## config.mk

```make
export PLATFORM = sky130hd
export DESIGN_NAME = hazard_unit
export DESIGN_NICKNAME = d
export VERILOG_FILES = /design/src/rtl/hazard_unit_pkg.sv /design/src/rtl/hazard_div_tracker.sv /design/src/rtl/hazard_unit.sv
export SDC_FILE = /design/constraint.sdc
export NUM_CORES = 1
export LEC_CHECK = 0
export BUFFER_PORTS_ARGS = -buffer_cell sky130_fd_sc_hd__buf_2
export CAP_MARGIN = 20
export CORE_MARGIN = 5
export CORE_UTILIZATION = 40
export DETAILED_ROUTE_END_ITERATION = 10
export GPL_ROUTABILITY_DRIVEN = 0
export SLEW_MARGIN = 5
export SYNTH_ARGS = -nofsm -noshare
export SYNTH_HDL_FRONTEND = slang
export SYNTH_SLANG_ARGS = --single-unit
export TNS_END_PERCENT = 30
```

## constraint.sdc

```tcl
create_clock -name clk -period 1.62 [get_ports clk]
set_clock_uncertainty 0.15 [all_clocks]
set_input_delay 0.162 -clock clk [delete_from_list [all_inputs] [get_ports clk]]
set_output_delay 0.162 -clock clk [all_outputs]
set_load 0.03 [all_outputs]
```

## src/rtl/hazard_unit_pkg.sv

```systemverilog
// Shared definitions for the pipeline hazard controller: forwarding-mux
// encodings, the zero register and the packed shadow-stage entry.
package hazard_unit_pkg;

    localparam int REG_W = 5;

    // Order matches the 3:1 EX mux inputs in_1 / in_2 / in_3.
    localparam logic [1:0] FWD_REG = 2'b00;
    localparam logic [1:0] FWD_WB  = 2'b01;
    localparam logic [1:0] FWD_MEM = 2'b10;

    localparam logic [REG_W-1:0] REG_ZERO = '0;

    typedef struct packed {
        logic             valid;
        logic [REG_W-1:0] rs;
        logic [REG_W-1:0] rt;
        logic             uses_rs;
        logic             uses_rt;
        logic [REG_W-1:0] dest;
        logic             reg_write;
        logic             mem_read;
    } stage_t;

    // MEM wins over WB; $0 is hard-wired and never forwarded.
    function automatic logic [1:0] fwd_sel(input logic             uses,
                                           input logic [REG_W-1:0] src,
                                           input stage_t           mem,
                                           input stage_t           wb);
        if (uses && mem.valid && mem.reg_write && mem.dest != REG_ZERO && mem.dest == src)
            return FWD_MEM;
        if (uses && wb.valid && wb.reg_write && wb.dest != REG_ZERO && wb.dest == src)
            return FWD_WB;
        return FWD_REG;
    endfunction

endpackage

```

## src/rtl/hazard_div_tracker.sv

```systemverilog
// Busy tracker for the multi-cycle divider: loads the latency when a div
// enters EX, then counts down and saturates at zero.
module hazard_div_tracker #(
    parameter int DIV_LATENCY = 32
) (
    input  logic clk,
    input  logic rst,
    input  logic start_i,
    output logic busy_o
);

    localparam int                CNT_W    = $clog2(DIV_LATENCY + 1);
    localparam logic [CNT_W-1:0]  LOAD_VAL = CNT_W'(DIV_LATENCY);

    logic [CNT_W-1:0] cnt_q;
    logic [CNT_W-1:0] cnt_d;

    always_comb begin
        // NOTE: default first so every path assigns cnt_d and no latch is inferred.
        cnt_d = cnt_q;
        if (start_i)
            cnt_d = LOAD_VAL;
        else if (cnt_q != '0)
            cnt_d = cnt_q - 1'b1;
    end

    // NOTE: sequential state uses non-blocking assignments only.
    always_ff @(posedge clk or posedge rst) begin
        if (rst)
            cnt_q <= '0;
        else
            cnt_q <= cnt_d;
    end

    assign busy_o = (cnt_q != '0);

endmodule

```

## src/rtl/hazard_unit.sv

```systemverilog
// Hazard controller for the 5-stage core: shadow EX/MEM/WB scoreboard,
// EX forwarding selects, load-use / divider stalls and branch flushes.
module hazard_unit
    import hazard_unit_pkg::*;
#(
    parameter int REG_ADDR_W  = REG_W,
    parameter int DIV_LATENCY = 32
) (
    input  logic                  clk,
    input  logic                  rst,
    input  logic                  id_valid,
    input  logic [REG_ADDR_W-1:0] id_rs,
    input  logic [REG_ADDR_W-1:0] id_rt,
    input  logic                  id_uses_rs,
    input  logic                  id_uses_rt,
    input  logic [REG_ADDR_W-1:0] id_dest,
    input  logic                  id_reg_write,
    input  logic                  id_mem_read,
    input  logic                  id_is_div,
    input  logic                  id_reads_hilo,
    input  logic                  ex_branch_taken,
    output logic                  stall,
    output logic                  flush_id,
    output logic                  flush_ex,
    output logic [1:0]            fwd_a,
    output logic [1:0]            fwd_b
);

    stage_t ex_q, mem_q, wb_q;
    stage_t ex_d;
    logic   accept;
    logic   load_use;
    logic   div_busy;
    logic   div_stall;

    assign load_use = id_valid && ex_q.valid && ex_q.mem_read && ex_q.dest != REG_ZERO &&
                      ((id_uses_rs && ex_q.dest == id_rs) || (id_uses_rt && ex_q.dest == id_rt));
    assign div_stall = div_busy && id_valid && (id_reads_hilo || id_is_div);

    // A taken branch squashes ID anyway, so it overrides any stall.
    assign stall    = (load_use || div_stall) && !ex_branch_taken;
    assign flush_id = ex_branch_taken && !rst;
    assign flush_ex = ex_branch_taken && !rst;
    assign accept   = id_valid && !stall && !ex_branch_taken;

    // Bubbles are fully zeroed so a squashed entry can never request a forward.
    always_comb begin
        ex_d = '0;
        if (accept) begin
            ex_d.valid     = 1'b1;
            ex_d.rs        = id_rs;
            ex_d.rt        = id_rt;
            ex_d.uses_rs   = id_uses_rs;
            ex_d.uses_rt   = id_uses_rt;
            ex_d.dest      = id_dest;
            ex_d.reg_write = id_reg_write;
            ex_d.mem_read  = id_mem_read;
        end
    end

    always_ff @(posedge clk or posedge rst) begin
        if (rst) begin
            ex_q  <= '0;
            mem_q <= '0;
            wb_q  <= '0;
        end else begin
            ex_q  <= ex_d;
            mem_q <= ex_q;
            wb_q  <= mem_q;
        end
    end

    assign fwd_a = fwd_sel(ex_q.uses_rs, ex_q.rs, mem_q, wb_q);
    assign fwd_b = fwd_sel(ex_q.uses_rt, ex_q.rt, mem_q, wb_q);

    hazard_div_tracker #(
        .DIV_LATENCY (DIV_LATENCY)
    ) u_div (
        .clk     (clk),
        .rst     (rst),
        .start_i (accept && id_is_div),
        .busy_o  (div_busy)
    );

    // Source fields of MEM/WB are kept for visibility only.
    logic shadow_unused;
    assign shadow_unused = ^{mem_q, wb_q};

    // Load-use stalls must make a forward out of a load in MEM impossible.
    a_no_mem_load_fwd : assert property (@(posedge clk) disable iff (rst)
        !((fwd_a == FWD_MEM || fwd_b == FWD_MEM) && mem_q.mem_read));

endmodule

```

**Word level (Yosys, flattened, before mapping)**

Index checks and enable logic that the tools add are counted.
Widths: inputs -> output; s select.

- Add/subtract/negate cells: 1
- $mul: 0
- Div/mod/pow operators: 0
- Magnitude comparators: 0
- Eq/ne operators: 6
- Shift-type cells: 0
- Muxes and demuxes: 17
- Bitwise gates (word level): 0
- Reduce and logical (&&, ||, !) cells: 40

Operators with widths:

| cell | count |
|---|---|
| $eq 5x5->1 | 6 |
| $logic_and 1x1->1 | 29 |
| $mux 20 | 1 |
| $mux 2 | 8 |
| $reduce_bool 5->1 | 3 |
| $mux 6 | 2 |
| $mux 1 | 6 |
| $reduce_bool 6->1 | 1 |
| $sub 6x1->6 const B | 1 |
| $logic_not 1->1 | 3 |
| $logic_or 1x1->1 | 3 |
| $reduce_bool 2->1 | 1 |

- Register bits: 40
- Bits in latches: 0
- Memory bits (writable): 0
- Bits in read-only memories: 0
- Output and inout bits: 7
- Word-level logic and storage cells: 79
- Memories: 0

**Logic depth before layout (Yosys ltp)**

Gate-level depths: netlist of the first run.

- Word-level depth: 11
- Mapped depth: 7
- Mapped depth without buffers: 6

**Hierarchy**

From an unflattened synthesis of the first run, not the netlist that was laid out.

- Cells, all modules: 181
- Area total of the unflattened synthesis: 1903.1 um^2

By module, submodules not included:

| module | times used | cells each | area each (um^2) | seq. area each (um^2) |
|---|---|---|---|---|
| hazard_unit | 1 | 147 | 1552.7 | 850.8 |
| hazard_div_tracker | 1 | 34 | 350.3 | 150.1 |

**Worst setup path before layout of the first run**

Ideal clock, no wire load.

- Path kind: register -> output
- Start point: reg mem_q[3] in the netlist's numbering
- End point: out fwd_a[0]
- Arrival time: 1.774 ns
- Required time: 1.308 ns
- Path slack: -0.466 ns
- Cell stages (with the launch flop): 5
- Path buffers: 0
- Cells stage by stage: dfrtp_1 or4_1 o211ai_2 nor3_1 nor3_2

- Word-level cells in the longest chain between the ends: 5
- Elaborated cells between the ends (all ways): 6
- Those cells by class: eq/ne: 1; mux: 2; reduce/logical: 3

RTL lines:

| element | line | source |
|---|---|---|
| from (decl) | hazard_unit.sv:29 | `stage_t ex_q, mem_q, wb_q;` |
| from (signal assigned) | hazard_unit.sv:68 | `mem_q <= ex_q;` |
| $reduce_bool 5->1 | hazard_unit_pkg.sv:30 | `if (uses && mem.valid && mem.reg_write && mem.dest != REG_ZERO && mem.dest == src)` |
| $logic_and 1x1->1 | hazard_unit_pkg.sv:30 |  |
| $logic_and 1x1->1 (*) | hazard_unit_pkg.sv:30 |  |
| $mux 1 (*) | hazard_unit_pkg.sv:30 |  |
| $mux 2 (*) | hazard_unit_pkg.sv:32 | `if (uses && wb.valid && wb.reg_write && wb.dest != REG_ZERO && wb.dest == src)` |
| to (decl) | hazard_unit.sv:25 | `output logic [1:0] fwd_a,` |

Every way passes the cells marked *; elsewhere a longest branch is shown, timed or not.

**Worst setup path in the final report of the first run**

- Start point: reg ex_q[6] in the netlist's numbering
- End point: out stall

- Word-level cells in the longest chain between the ends: 6
- Elaborated cells between the ends (all ways): 10
- Those cells by class: eq/ne: 2; reduce/logical: 8

RTL lines:

| element | line | source |
|---|---|---|
| from (decl) | hazard_unit.sv:29 |  |
| from (signal assigned) | hazard_unit.sv:63 | `ex_q <= '0;` |
| from (signal assigned) | hazard_unit.sv:67 | `ex_q <= ex_d;` |
| $eq 5x5->1 | hazard_unit.sv:37 | `((id_uses_rs && ex_q.dest == id_rs) \|\| (id_uses_rt && ex_q.dest == id_rt));` |
| $logic_and 1x1->1 | hazard_unit.sv:37 |  |
| $logic_or 1x1->1 | hazard_unit.sv:37 |  |
| $logic_and 1x1->1 (*) | hazard_unit.sv:36 | `assign load_use = id_valid && ex_q.valid && ex_q.mem_read && ex_q.dest != REG_ZERO &&` |
| $logic_or 1x1->1 (*) | hazard_unit.sv:41 | `assign stall = (load_use \|\| div_stall) && !ex_branch_taken;` |
| $logic_and 1x1->1 (*) | hazard_unit.sv:41 |  |
| to (decl) | hazard_unit.sv:22 | `output logic stall,` |

Marks and branches as above.

==> impl_metrics.py, run 1 <==
metrics = {
    "outcome": {
        "status": "complete, but fails checks",
        "violations": "setup timing",
    },
    "critical_path": {
        "cp.required_ps": 1310,
        "endpoint_kind": "primary output",
        "critPathArrivalTime_ps": 1850,
        "worstSetupPathType": "reg2out",
        "cp-start-kind": "register",
        "worstPathMaxFanout": 4,
    },
    "floorplan": {
        "die_h_um": 80.7,
        "initial_core_util_pct": 41.8,
        "num_rows": 25,
        "die_w_um": 80.7,
        "io_pins": 32,
        "fp.coreArea_mm2": 0.00479,
        "dieArea_mm2": 0.00651,
    },
    "yosys": {
        "synth-seq-cells": 40,
        "synth_fa_ha_area_share_pct": 1.25,
        "synth-xor-area-share_pct": 14.0,
        "synth_top_area_cell": "dfrtp_1",
        "ys_warn_count": 0,
        "synth_edf_count": 0,
        "yosys.cell_types.count": 41,
        "synth_top_family_by_area": "simple AND/OR/NAND/NOR gates",
        "synthFlopType": "dfrtp_1",
        "synth.area.top_cells": "dfrtp_1 (50%), xor2_1 (7.5%), xnor2_1 (6.6%)",
        "syn_avg_cell_area_um2": 10.9,
        "synth_mux_area_share_pct": 0.564,
        "syn_inst": 183,
        "synth.yosys.seq_area_share_pct": 50.1,
        "syn_area_mm2": 0.00200,
        "async_flop_share_pct": 100,
        "synth.net_count": 210,
        "synth_top_area_share_pct": 50.1,
        "synth_compound_area_share_pct": 12.5,
        "synth-simple-area-share_pct": 17.5,
    },
    "place": {
        "place_hpwl_um": 3470,
        "placed_area_mm2": 0.00251,
        "io_buffers": 31,
        "dp_cells": 309,
    },
    "cts": {
        "clk_latency_ps": 300,
        "clk_path_buf_depth": 2,
        "cts_buffers": 5,
        "clk_pin_slew_ps": 80,
        "htreeDepth": 2,
        "cts_tree": "done",
        "cts-root-buf": "clkbuf_8",
        "cts_sinks": 40,
    },
    "run": {
        "maxCapViolCount": 0,
    },
    "power": {
        "power_density_mw_per_mm2": 987,
        "power.leakage_uw": 0.00140,
        "p_total_uw": 3040,
        "vdd_ir_drop_max_uv": 851,
    },
    "timing": {
        "rsz0062_at_grt": "true",
        "tightest_slew_ps": 498,
        "period_needed_ps": 2160,
        "final_max_slew_viol_count": 0,
        "min_period_over_period_pct": 133,
        "fmax_ghz": 0.463,
        "hold_violations": 0,
        "fin_tns_setup_ps": -7860,
        "timing.final.ws_setup_ps": -539,
        "setup_violations": 28,
        "relSlewSlack_pct": 66.8,
        "holdWs_ps": 83.7,
    },
    "final_layout": {
        "final_cell_mix": "dfrtp_1 (38), buf_4 (38), buf_2 (27), nand3_1 (24), dlygate4sd3_1 (20)",
        "fillCellCount": 370,
        "diodes": 0,
        "drive_gt1_share_pct": 47.3,
        "nets": 301,
        "area_delta_synth_final_pct": 54.2,
        "stdcell_count": 342,
        "final_area_mm2": 0.00308,
    },
    "global_routing": {
        "grt_pass1_vias": 1794,
        "grtUsageTotal_pct": 17.0,
        "grt_max_degree": 41,
        "grt_first_pass_wirelength_um": 8280,
        "antenna_found_initial": 0,
        "globalRoute.totalOverflow": 0,
    },
    "drt": {
        "first_iter_violations": 51,
        "ant_nets": 0,
        "num_vias": 1680,
        "first_pass_iters": 4,
        "drc_errors": 0,
        "viasPerCell": 4.91,
        "routed_wl_um": 5110,
        "wl_per_cell_um": 14.9,
    },
    "worst_hold_path": {
        "hold_class": "in2reg",
    },
}
logic make-up after synthesis:
family / after synthesis
AO/OA/AOI/OAI: 36
XOR/XNOR: 32
adder cells (fa/ha/maj): 2
buffers and inverters: 14
flip-flops: 40
multiplexers: 1
AND/OR/NAND/NOR: 58
stage by stage:
step           utilization [%]  setup WS [ps]
2_1_floorplan                -           -253
3_3_place_gp              52.5           -194
3_5_place_dp              52.5           -230
4_1_cts                   61.4           -528
5_1_grt                   64.4           -589
6_report                  64.4           -539
layout make-up:
cell class | count | area [um^2] | area share, %
flip-flops and latches | 40 | 1000 | 32.6
repair buffers | 93 | 742 | 24.1
well taps | 67 | 83.8 | 2.72
multi-input cells | 129 | 1120 | 36.3
inverters | 5 | 18.8 | 0.609
clock buffers | 5 | 68.8 | 2.23
clock inverters | 3 | 46.3 | 1.50
critical path, cell delays in order (launching register included):
cell and delay (ps):
dfrtp_2 460, xor2_1 190, nor4_2 420, a32oi_1 160
o32ai_2 120, buf_4 200
power breakdown:
part | switching (uW) | internal (uW)
Clock | 371 | 464
Combinational | 484 | 541
Sequential | 76.7 | 1110
Total | 931 | 2110
metal layers:
layer	GRT usage (%)	vias up	share of wire [%]
met1	20.2	810	43
met5	0	-	0
met3	4.60	7	4.5
li1	-	829	-
met4	6.08	0	1.2
met2	29.4	34	52
final timing paths:
kind	slack [ps]	start	depth (start not counted)	to
worst max-delay path	-540	ex_q[6]$_DFF_PP0_	5	stall
worst min-delay path	80	id_is_div	3	u_div.cnt_q[5]$_DFFE_PP0P_
worst max register to register	-260	ex_q[6]$_DFF_PP0_	6	u_div.cnt_q[0]$_DFFE_PP0P_
worst min register to register	200	ex_q[1]$_DFF_PP0_	0	mem_q[1]$_DFF_PP0_
max in group asynchronous	570	rst	4	ex_q[4]$_DFF_PP0_
min in group asynchronous	380	rst	4	u_div.cnt_q[1]$_DFFE_PP0P_
registers in the layout (all words and copies together) (netlist names):
signal	count
ex_q	20
mem_q	7
wb_q	7
u_div.cnt_q	6
cell usage after synthesis (2+ instances only):
library cell	number
nand2b_1	2
nor3_1	5
xor2_1	17
nor3_2	2
nand3_1	24
a32o_1	2
inv_1	5
buf_2	2
a21oi_1	19
or4_1	2
o21ai_0	2
buf_4	3
nor2b_1	4
ha_1	2
xnor2_1	15
nor4_2	2
clkbuf_1	2
dfrtp_1	40
buf_6	2
nor3b_1	2
nor4_1	3
a21oi_2	3
nor2_1	2
nand2_1	3
nand4_1	2
timing repair:
action	CTS	global route
cloned	0	1
resized for setup	22	25
endpoints found under the setup margin	29	30
hold endpoints to repair	59	0
pin swaps	11	12
hold buffers	20	0
setup buffers	7	2
No activity file was read; power rests on OpenSTA's default activity.
==> run 2: changes to the inputs <==
--- a/config.mk
+++ b/config.mk
@@ -7,10 +7,13 @@
 export LEC_CHECK = 0
 export BUFFER_PORTS_ARGS = -buffer_cell sky130_fd_sc_hd__buf_2
 export CAP_MARGIN = 20
+export CELL_PAD_IN_SITES_DETAIL_PLACEMENT = 1
+export CELL_PAD_IN_SITES_GLOBAL_PLACEMENT = 1
 export CORE_MARGIN = 5
-export CORE_UTILIZATION = 40
+export CORE_UTILIZATION = 39
 export DETAILED_ROUTE_END_ITERATION = 10
 export GPL_ROUTABILITY_DRIVEN = 0
+export PLACE_DENSITY_LB_ADDON = 0.1
 export SLEW_MARGIN = 5
 export SYNTH_ARGS = -nofsm -noshare
 export SYNTH_HDL_FRONTEND = slang
==> run 2 against run 1 <==
  * The flow still finishes with violations (setup timing)
  * Combinational power rose by 6%
  * Sequential share of layout area grew 0.87 points
  * Cell count shrank 0.29%
  * Via count up 4.5%
  * Clock-buffer cell count is 1 higher
  * Highest routed layer unchanged
==> impl_metrics.py, run 2 (synthesis results as in run 1) <==
metrics = {
    "outcome": {
        "status": "complete, but fails checks",
        "violations": "setup timing",
    },
    "final_layout": {
        "largest-register": "ex_q",
        "final_common_cell": "dfrtp_1",
        "final_cell_mix": "dfrtp_1 (38), buf_4 (37), buf_2 (26), nand3_1 (24), dlygate4sd3_1 (19)",
        "largest_register_ff_count": 20,
        "drive_gt1_share_pct": 44.3,
        "final_core_util_pct": 59.5,
        "nets": 297,
        "regArea_mm2": 0.00100,
        "multiInputGateArea_mm2": 0.00111,
        "area_delta_synth_final_pct": 50.2,
        "final_area_mm2": 0.00300,
        "fillCellCount": 536,
        "reg_top3": "ex_q: 20 flops, mem_q: 7 flops, wb_q: 7 flops",
        "diodes": 0,
    },
    "timing": {
        "holdWs_ps": 19.3,
        "final_max_slew_viol_count": 0,
        "tightest_slew_ps": 514,
        "relSlewSlack_pct": 65.8,
        "period_needed_ps": 2160,
        "fmax_ghz": 0.463,
        "min_period_over_period_pct": 133,
        "setup_violations": 29,
        "rsz0062_at_grt": "true",
        "timing.final.ws_setup_ps": -542,
        "hold_violations": 0,
    },
    "cts": {
        "cts_buffers": 5,
        "cts_sinks": 40,
        "cts-root-buf": "clkbuf_8",
        "cts_tree": "done",
        "clk_path_buf_depth": 2,
        "htreeDepth": 2,
        "clk_latency_ps": 300,
        "clk_pin_slew_ps": 70,
    },
    "power": {
        "p_total_uw": 3090,
        "p_int_uw": 2100,
        "power.leakage_uw": 0.00140,
        "vdd_ir_drop_max_uv": 906,
        "p_clk_share_pct": 26.6,
        "power.switching_uw": 992,
        "combPwrFrac_pct": 34.9,
        "power_density_mw_per_mm2": 1030,
        "swShare_pct": 32.1,
        "seqPwrFrac_pct": 38.5,
    },
    "global_routing": {
        "grt_max_degree": 41,
        "grt_pass1_vias": 1951,
        "grtUsageTotal_pct": 20.0,
        "grt_first_pass_wirelength_um": 9800,
        "antenna_found_initial": 0,
        "globalRoute.totalOverflow": 0,
    },
    "critical_path": {
        "critPathMaxStageDelay_ps": 560,
        "critPathArrivalTime_ps": 1850,
        "worstPathMaxFanout": 3,
        "worstSetupPathType": "reg2out",
        "endpoint_kind": "primary output",
        "critical_path_buf_inv_count": 2,
        "cp.required_ps": 1310,
        "critPathTopFamily": "simple AND/OR/NAND/NOR gates",
        "crit_chain": "or4_1 -> o211ai_1 -> buf_4 -> nor3_4 -> buf_6",
        "cp-start-kind": "register",
        "critPathSlowestCell": "or4_1",
    },
    "drt": {
        "routed_wl_um": 6540,
        "first_pass_iters": 4,
        "viasPerCell": 5.15,
        "first_iter_violations": 85,
        "drc_errors": 0,
        "wl_per_cell_um": 19.2,
        "num_vias": 1755,
        "ant_nets": 0,
    },
    "floorplan": {
        "dieArea_mm2": 0.00666,
        "die_h_um": 81.6,
        "fp.coreArea_mm2": 0.00504,
        "die_w_um": 81.6,
        "initial_core_util_pct": 39.6,
        "num_rows": 26,
        "io_pins": 32,
    },
    "place": {
        "placed_area_mm2": 0.00248,
        "place_hpwl_um": 4330,
        "io_buffers": 31,
    },
    "worst_hold_path": {
        "hold_class": "in2reg",
    },
    "run": {
        "maxCapViolCount": 0,
    },
}
==> run 2: cell types whose count changed in the layout (fill, tap and decap cells not counted), moves of 2 or more <==
cell / change
a21oi_1: +6
a21oi_2: -4
xnor2_1: +3
a21oi_4: -2
buf_12: -2
inv_1: +2
inv_2: -2
nor3_4: +2
xnor2_2: -2
==> run 2: timing repair <==
item / in CTS / in global routing
hold buffers: 19 / 0
resized for setup: 18 / 26
buffers inserted: 2 / 2
endpoints found under the setup margin: 29 / 31
hold endpoints to repair: 58 / 0
pin swaps: 7 / 9
==> run 2: area by class of cell <==
type,count,area share (%)
clock inverters,2,1.17
repair buffers,89,22.4
clock buffers,6,2.42
multi-input cells,129,37.0
flip-flops and latches,40,33.4
well taps,70,2.92
inverters,5,0.625
==> run 2: worst reg2reg max path, stage by stage (launching register included) <==
cell and delay [ps]:
dfrtp_2 470, xor2_4 210, nor4_4 320, buf_4 170, a32o_2 230, buf_6 170
a21oi_1 80
==> run 2: path summary, 6_finish.rpt <==
kind                                   start                          to  slack (ps)  depth (start not counted)
hold reg to reg            ex_q[1]$_DFF_PP0_          mem_q[1]$_DFF_PP0_         210                          0
setup reg to reg           ex_q[6]$_DFF_PP0_          ex_q[17]$_DFF_PP0_        -300                          6
setup / recovery           wb_q[4]$_DFF_PP0_                    fwd_b[0]        -540                          5
max in group asynchronous                rst          mem_q[2]$_DFF_PP0_         540                          4
min in group asynchronous                rst  u_div.cnt_q[1]$_DFFE_PP0P_         390                          4
hold / removal                      id_rt[2]          ex_q[11]$_DFF_PP0_          20                          3
==> run 2: routing by layer <==
metal,vias up,track usage [%],share of wire [%]
met5,-,0,0
met4,0,7.81,1.5
met3,9,4.17,3.4
met2,36,35.6,55
met1,890,23.6,40
li1,820,-,-
==> run 2: power by group through the flow <==
stage / sequential (uW) / clock (uW) / combinational, uW
2_1_floorplan: 1200 / 0 / 538
3_3_place_gp: 1190 / 0 / 821
3_5_place_dp: 1200 / 0 / 869
4_1_cts: 1190 / 826 / 938
5_1_grt: 1200 / 876 / 1180
6_report: 1190 / 822 / 1080
==> run 2: through the flow <==
| step | cells | setup slack (ps) | setup TNS [ps] |
|---|---|---|---|
| after floorplan | 183 | -253 | -616 |
| after global placement | 311 | -214 | -2270 |
| after detailed placement | 311 | -285 | -5430 |
| after CTS | 340 | -521 | -6650 |
| after global routing | 341 | -597 | -10030 |
| final | 341 | -542 | -8340 |
==> run 3: changes to the inputs <==
--- a/config.mk
+++ b/config.mk
@@ -10,7 +10,7 @@
 export CELL_PAD_IN_SITES_DETAIL_PLACEMENT = 1
 export CELL_PAD_IN_SITES_GLOBAL_PLACEMENT = 1
 export CORE_MARGIN = 5
-export CORE_UTILIZATION = 39
+export CORE_UTILIZATION = 44
 export DETAILED_ROUTE_END_ITERATION = 10
 export GPL_ROUTABILITY_DRIVEN = 0
 export PLACE_DENSITY_LB_ADDON = 0.1
==> constraint.sdc (replaced) <==
create_clock -name clk -period 2.2 [get_ports clk]
set_clock_uncertainty 0.15 [all_clocks]
set_input_delay 0.22 -clock clk [delete_from_list [all_inputs] [get_ports clk]]
set_output_delay 0.22 -clock clk [all_outputs]
set_load 0.03 [all_outputs]
==> run 3 against run 2 <==
  * The flow now finishes without violations
  * Sequential cell count stayed put
  * Non-clock buffer count is 37 lower
  * Global-route usage is 0.65 points lower
  * Combinational power is 50% lower
  * Routed wire length is 16% lower
  * Register-to-register slack better by 520 ps
  * Via count is 11% lower
  * Clock-buffer cell count stayed put
  * Worst hold slack worse by 10 ps
  * Sequential share of layout area is 6.5 points higher
  * Critical path type unchanged
==> impl_metrics.py, run 3 (synthesis results as in run 1) <==
metrics = {
    "place": {
        "place_hpwl_um": 3770,
        "io_buffers": 31,
        "dp_slack_ps": 177,
    },
    "power": {
        "p_total_uw": 2030,
        "power_density_mw_per_mm2": 811,
        "swShare_pct": 31.3,
        "power.switching_uw": 636,
        "seqPwrFrac_pct": 44.1,
        "p_clk_share_pct": 29.4,
        "vdd_ir_drop_max_uv": 364,
        "p_int_uw": 1400,
        "power.leakage_uw": 0.00118,
        "combPwrFrac_pct": 26.5,
    },
    "run": {
        "maxCapViolCount": 0,
    },
    "final_layout": {
        "final_common_cell": "dfrtp_1",
        "largest-register": "ex_q",
        "drive_gt1_share_pct": 32.1,
        "area_delta_synth_final_pct": 25.3,
        "largest_register_ff_count": 20,
        "reg_top3": "ex_q: 20 flops, mem_q: 7 flops, wb_q: 7 flops",
        "diodes": 0,
        "final_cell_mix": "dfrtp_1 (40), buf_2 (28), nand3_1 (24), a21oi_1 (18)",
        "nets": 260,
        "fillCellCount": 493,
    },
    "cts": {
        "cts_sinks": 40,
        "htreeDepth": 2,
        "clk_latency_ps": 290,
        "clk_pin_slew_ps": 80,
        "cts_buffers": 5,
        "cts-root-buf": "clkbuf_8",
        "cts_tree": "done",
        "clk_path_buf_depth": 2,
    },
    "critical_path": {
        "cp-start-kind": "register",
        "crit_chain": "or4_4 -> o211ai_4 -> nor3_2 -> nor3_2 -> buf_4",
        "worstSetupPathType": "reg2out",
        "critPathArrivalTime_ps": 1800,
        "critPathMostFrequentCell": "nor3_2",
        "critPathSlowestCell": "or4_4",
        "critPathMaxStageDelay_ps": 560,
        "endpoint_kind": "primary output",
        "cp.required_ps": 1830,
        "worstPathMaxFanout": 2,
    },
    "floorplan": {
        "fp.coreArea_mm2": 0.00438,
        "num_rows": 24,
        "die_h_um": 77.4,
        "initial_core_util_pct": 45.6,
        "io_pins": 32,
        "die_w_um": 77.4,
        "dieArea_mm2": 0.00599,
    },
    "timing": {
        "timing.final.ws_setup_ps": 27.0,
        "hold_violations": 0,
        "relSlewSlack_pct": 65.9,
        "rsz0062_at_grt": "true",
        "setup_violations": 0,
        "period_needed_ps": 2170,
        "final_max_slew_viol_count": 0,
        "min_period_over_period_pct": 98.8,
        "fmax_ghz": 0.460,
        "tightest_slew_ps": 511,
    },
    "drt": {
        "num_vias": 1561,
        "drc_errors": 0,
        "wl_per_cell_um": 19.1,
        "first_pass_iters": 4,
        "viasPerCell": 5.46,
        "first_iter_violations": 64,
        "routed_wl_um": 5470,
        "ant_nets": 0,
    },
    "global_routing": {
        "antenna_found_initial": 0,
        "grt_max_degree": 41,
        "globalRoute.totalOverflow": 0,
        "grt_pass1_vias": 1794,
        "grtUsageTotal_pct": 19.4,
        "grt_first_pass_wirelength_um": 9160,
    },
    "outcome": {
        "status": "complete, no violations",
    },
    "worst_hold_path": {
        "hold_class": "in2reg",
    },
}
-- run 3: changes by cell type in the layout (fill, tap and decap cells not counted), moves of 3 or more --
| cell | before | now |
|---|---|---|
| buf_4 | 37 | 17 |
| dlygate4sd3_1 | 19 | 7 |
| a21oi_1 | 9 | 18 |
| a21oi_2 | 13 | 4 |
| buf_6 | 6 | 0 |
| nor3_4 | 4 | 0 |
| nor3_2 | 1 | 4 |
-- run 3: timing repair --
action | CTS | global route
pin swaps | 7 | 5
gates resized for setup | 9 | 3
endpoints found under the hold margin | 46 | 0
hold buffers | 7 | 0
setup endpoints to repair | 3 | 3
buffers inserted | 4 | 4
-- run 3: path summary, 6_finish.rpt --
check                                           start                          to  slack [ps]  depth (start not counted)
min in group asynchronous                         rst  u_div.cnt_q[1]$_DFFE_PP0P_         450                          4
hold reg to reg                     ex_q[1]$_DFF_PP0_          mem_q[1]$_DFF_PP0_         210                          0
setup reg to reg           u_div.cnt_q[0]$_DFFE_PP0P_          ex_q[16]$_DFF_PP0_         220                          7
setup / recovery                   mem_q[3]$_DFF_PP0_                    fwd_a[0]          30                          5
hold / removal                             id_dest[4]           ex_q[6]$_DFF_PP0_           9                          3
max in group asynchronous                         rst          mem_q[2]$_DFF_PP0_        1090                          4
-- run 3: per-stage QoR --
| step | cell area, um^2 | hold slack, ps | cells | utilization [%] | setup TNS [ps] |
|---|---|---|---|---|---|
| 5_1_grt | 2500 | 22.4 | 286 | 57.1 | -191 |
| 6_report | 2500 | 9.20 | 286 | 57.1 | 0 |
| 3_5_place_dp | 2200 | 190 | 263 | 50.3 | 0 |
| 3_3_place_gp | 2200 | 186 | 263 | 50.3 | 0 |
| 4_1_cts | 2450 | 3.01 | 282 | 55.9 | 0 |
| 2_1_floorplan | 2000 | 181 | 183 | - | 0 |
-- run 3: critical path: cells and delay by family (launching register included) --
kind,cells,cell delay (ps)
buf+inv,1,180
compound gates,1,200
simple gates,3,740
flops,1,390
-- run 3: power groups by stage --
stage	Clock [uW]	Sequential (uW)	Combinational [uW]
2_1_floorplan	0	886	392
3_3_place_gp	0	899	470
3_5_place_dp	0	909	506
4_1_cts	604	895	533
5_1_grt	654	913	599
6_report	596	896	539
-- run 3: final cells by class --
| cell class | instances | area (um^2) | share of cell area [%] |
|---|---|---|---|
| inverter | 5 | 18.8 | 0.750 |
| tap | 52 | 65.1 | 2.60 |
| clock inverter | 2 | 35.0 | 1.40 |
| sequential | 40 | 1000 | 40.0 |
| timing repair buffer | 52 | 338 | 13.5 |
| clock buffer | 6 | 72.6 | 2.90 |
| multi-input combinational | 129 | 973 | 38.9 |
-- run 3: per-layer routing --
metal  vias to the layer above  GRT usage [%]  wire length, um
li1                        742              -                -
met1                       776           24.6             2350
met2                        36           32.7             2830
met3                         7           4.75              214
met4                         0           5.84               82
met5                         -              0                0
